$ cat src/rtl/dmac_req_fifo.sv
// rtl/dmac_req_fifo.sv - elastic request buffer between the DMAC arbiter and the bus-interface stage
// Optional zero-latency empty pass-through enabled by defining DMAC_REQ_FIFO_BYPASS_EN.
module dmac_req_fifo #(
  parameter int DEPTH_LG2 = 2,
  parameter int DATA_SIZE = 32
) (
  input  logic                 clk,
  input  logic                 rst_n,
  input  logic                 s_valid_i,
  output logic                 s_ready_o,
  input  logic [DATA_SIZE-1:0] s_data_i,
  output logic                 m_valid_o,
  input  logic                 m_ready_i,
  output logic [DATA_SIZE-1:0] m_data_o,
  output logic [DEPTH_LG2:0]   count_o,
  output logic                 full_o,
  output logic                 empty_o
);

  localparam int DEPTH = 1 << DEPTH_LG2;
  localparam logic [DEPTH_LG2:0]   C_FULL_CNT = {1'b1, {DEPTH_LG2{1'b0}}};
  localparam logic [DEPTH_LG2:0]   C_CNT_ONE  = 1;
  localparam logic [DEPTH_LG2-1:0] C_PTR_ONE  = 1;

  logic [DATA_SIZE-1:0] r_mem [DEPTH];
  logic [DEPTH_LG2-1:0] r_wptr;
  logic [DEPTH_LG2-1:0] r_rptr;
  logic [DEPTH_LG2:0]   r_count;

  logic                 w_full;
  logic                 w_empty;
  logic                 w_push;
  logic                 w_pop;
  logic [DATA_SIZE-1:0] w_head;

  assign w_full  = (r_count == C_FULL_CNT);
  assign w_empty = (r_count == '0);
  assign w_head  = w_empty ? '0 : r_mem[r_rptr];
  assign w_pop   = m_ready_i && !w_empty;

`ifdef DMAC_REQ_FIFO_BYPASS_EN
  logic w_bypass;

  // An empty FIFO forwards the incoming beat directly; it is only stored if downstream stalls.
  assign w_bypass  = w_empty && s_valid_i;
  assign w_push    = s_valid_i && !w_full && !(w_bypass && m_ready_i);
  assign m_valid_o = !w_empty || w_bypass;
  assign m_data_o  = w_bypass ? s_data_i : w_head;
`else
  assign w_push    = s_valid_i && !w_full;
  assign m_valid_o = !w_empty;
  assign m_data_o  = w_head;
`endif

  assign s_ready_o = !w_full;
  assign count_o   = r_count;
  assign full_o    = w_full;
  assign empty_o   = w_empty;

  always_ff @(posedge clk or negedge rst_n) begin
    if (!rst_n) begin
      r_wptr  <= '0;
      r_rptr  <= '0;
      r_count <= '0;
    end else begin
      if (w_push) r_wptr <= r_wptr + C_PTR_ONE;
      if (w_pop)  r_rptr <= r_rptr + C_PTR_ONE;
      case ({w_push, w_pop})
        2'b10:   r_count <= r_count + C_CNT_ONE;
        2'b01:   r_count <= r_count - C_CNT_ONE;
        default: r_count <= r_count;
      endcase
    end
  end

  // Storage is deliberately not reset; the empty/valid logic masks stale contents.
  always_ff @(posedge clk) begin
    if (w_push) r_mem[r_wptr] <= s_data_i;
  end

endmodule

$ cat config.mk
export PLATFORM = sky130hd
export DESIGN_NAME = dmac_req_fifo
export DESIGN_NICKNAME = d
export VERILOG_FILES = /design/src/rtl/dmac_req_fifo.sv
export SDC_FILE = /design/constraint.sdc
export NUM_CORES = 1
export LEC_CHECK = 0
export BUFFER_PORTS_ARGS = -buffer_cell sky130_fd_sc_hd__buf_2
export CORE_ASPECT_RATIO = 0.8
export CORE_MARGIN = 8
export CORE_UTILIZATION = 50
export DETAILED_ROUTE_END_ITERATION = 12
export PLACE_DENSITY = 0.71
export SLEW_MARGIN = 10
export SYNTH_ARGS = -nofsm -noshare
export SYNTH_HDL_FRONTEND = slang
export SYNTH_SLANG_ARGS = --single-unit
$ cat constraint.sdc
create_clock -name clk -period 4.85 [get_ports clk]
set_input_delay 0.485 -clock clk [delete_from_list [all_inputs] [get_ports clk]]
set_output_delay 0.485 -clock clk [all_outputs]
set_load 0.005 [all_outputs]
==> flow_summary.ini <==
[floorplanning]
ios = 75
die_area_um2 = 14190
initial_core_util_pct = 51.62
die_height_um = 108.2
fp-row-count = 33
core_area_um2 = 10280
die_w_um = 131.2

[routing]
firstDrtPassIters = 4
via_count = 2507
drt_iter0_markers = 223
wl_per_cell_um = 20.19
ant_nets = 0
routed_wl_um = 9689
viasPerCell = 5.223
drc = 0

[place]
dp_hpwl_um = 5772
placed_cell_area_um2 = 5768
gp_congestion = 0.6990
io_buffers = 74
place_inst = 447

[sta]
maxSlewViolCount = 0
tns_ps = 0
whs_ps = 292.7
finalHoldViolations = 0
rsz0062_at_grt = false
fin_crit_sh_pct = 60.81
final.min_clock_period_ps = 2949
fmax_ghz = 0.3390
fin_skew_ps = 9.472
setup_viol = 0
worst_pin_slew_ps = 1136
max_slew_margin_pct = 24.24

[synthesis]
ys_ff_latch = 135
synthArstFlopShare_pct = 5.185
netlist.area_leader.share_pct = 72.42
syn_avg_cell_area_um2 = 21.84
ys.flop_type = edfxtp_1
synth_most_common_cell = edfxtp_1
synth_warnings = 0
ys_seq_area_share_pct = 75.72
synth_edf_count = 128
synth_area_leaders = edfxtp_1, mux4_2, and2_1
synthDistinctLibCells = 20
synth_common_cells = edfxtp_1, and2_1, mux4_2
syn-num-nets = 285
yosysTopAreaCell = edfxtp_1
syn-cell-area_um2 = 5308
syn_inst = 243

[power_and_ir_drop]
power.density_nw_per_um2 = 638.9
max-vdd-ir-drop_uv = 469.4
p_leak_nw = 2.292

[worst_hold_path]
hold_class = in -> reg

[critical_path]
reg2reg_depth = 8
r2r_end = count_o[2]$_DFFE_PN0P_
path_max_fanout = 18
regToRegSetupSlack_ps = 2140
crit_path_start = r_rptr[0]$_DFFE_PN0P_
worstSetupPathType = reg -> out
critPathMaxStageDelay_ps = 720
cp_cell_sequence = buf_4 > mux4_1 > and2_1 > buf_2
cp-end-kind = primary output
cp.required_ps = 4370
cp-start-kind = register
cp-endpoint = m_data_o[31]
critPathSlowestCell = dfrtp_2
r2r_start = count_o[0]$_DFFE_PN0P_
worstPathArrival_ps = 2460

[clock_network]
cts.clk_slew.worst_paths_ps = 50
ctsHoldBuffers = 1
cts_setup_buffers = 0
clockBufferDepth = 2
cts.repair.resized = 0
clock_latency_ps = 400
cts-buffers-inserted = 17
cts_tree = done
cts_root_buf = clkbuf_16
htree_num_levels = 4
clkSinkCount = 135

[run]
drv_cap = 0

[final_layout]
drive_gt1_share_pct = 39.71
fill_cells = 746
fin_area_um2 = 6354
antenna_cells = 0
area_growth_pct = 19.71
final_cells = 480
nNetsFinal = 369

[outcome]
outcome = finished clean

[global_route]
grt_pass1_vias = 2805
track_usage_pct = 14.52
grt-ovfl-total = 0
grt_max_degree = 37
antenna_found_initial = 0
grt_pass1_wl_um = 15300
sequential cells by signal, indices dropped and copies added, names as in the netlist:
| register | flops |
|---|---|
| r_wptr | 2 |
| r_rptr | 2 |
| r_mem | 128 |
| count_o | 3 |
how the worst min path moves through the flow:
stage,from,end,slack (ps),cells after the start
floorplan,rst_n,count_o[0]$_DFFE_PN0P_,190,0
global placement,rst_n,r_wptr[1]$_DFFE_PN0P_,330,1
detailed placement,rst_n,r_wptr[1]$_DFFE_PN0P_,340,1
CTS,s_data_i[25],r_mem[2][25]$_DFFE_PP_,270,1
global route,s_data_i[29],r_mem[3][29]$_DFFE_PP_,280,1
finish,s_data_i[24],r_mem[3][24]$_DFFE_PP_,290,1
metrics by stage:
step                setup slack [ps]  total power, W  util [%]
finish                          1901        0.004059     61.80
global route                    1709        0.004290     61.80
CTS                             1823        0.004128     61.80
detailed placement              2100        0.002889     56.10
global placement                2249        0.002856     56.10
floorplan                       2765        0.002477         -
final cells by class:
cell class	count	area, µm²	area share [%]
clock buffer	28	506.7	7.976
clock inverter	4	68.82	1.083
inverter	8	30.03	0.4726
multi-input combinational	88	1157	18.22
sequential	135	4020	63.27
tap	140	175.2	2.757
timing repair buffer	77	395.4	6.223
metal layers:
metal / vias to the layer above / global-route usage (%) / wire length [µm]
li1: 1132 / - / -
met4: 0 / 4.467 / 33
met3: 4 / 5.931 / 511
met2: 75 / 24.04 / 4866
met5: - / 0 / 0
met1: 1296 / 17.29 / 4277
kinds of logic after synthesis:
group / Yosys count / synth area share, %
xor+xnor: 6 / 0.9903
fa+ha+maj: 6 / 1.556
buf+inv: 20 / 2.570
flops: 135 / 75.72
mux: 34 / 14.26
simple gates: 42 / 4.903
layout by cell type (no fill, tap or decap), types with 2 or more instances in the layout:
cell,count
and2_1,33
and2_2,4
buf_2,74
buf_4,2
bufinv_16,2
clkbuf_1,7
clkbuf_16,17
clkbuf_8,4
dfrtp_1,6
edfxtp_1,128
ha_1,5
inv_1,8
mux4_1,4
mux4_2,28
nand3_1,2
xnor2_1,3
xor2_1,3
critical path, delay by kind of cell, from the launching register on:
kind          cells  cell delay (ps)
flops             1              720
mux               1              580
buf+inv           2              560
simple gates      1              170
report_power, final:
group / total (W) / switching, W / leakage [nW] / internal, W
logic: 0.00116 / 0.000556 / 0.758 / 0.000602
clock network: 0.00124 / 0.000427 / 0.280 / 0.000810
registers: 0.00166 / 0.000110 / 1.25 / 0.00155
(Power assumes the default switching activity.)
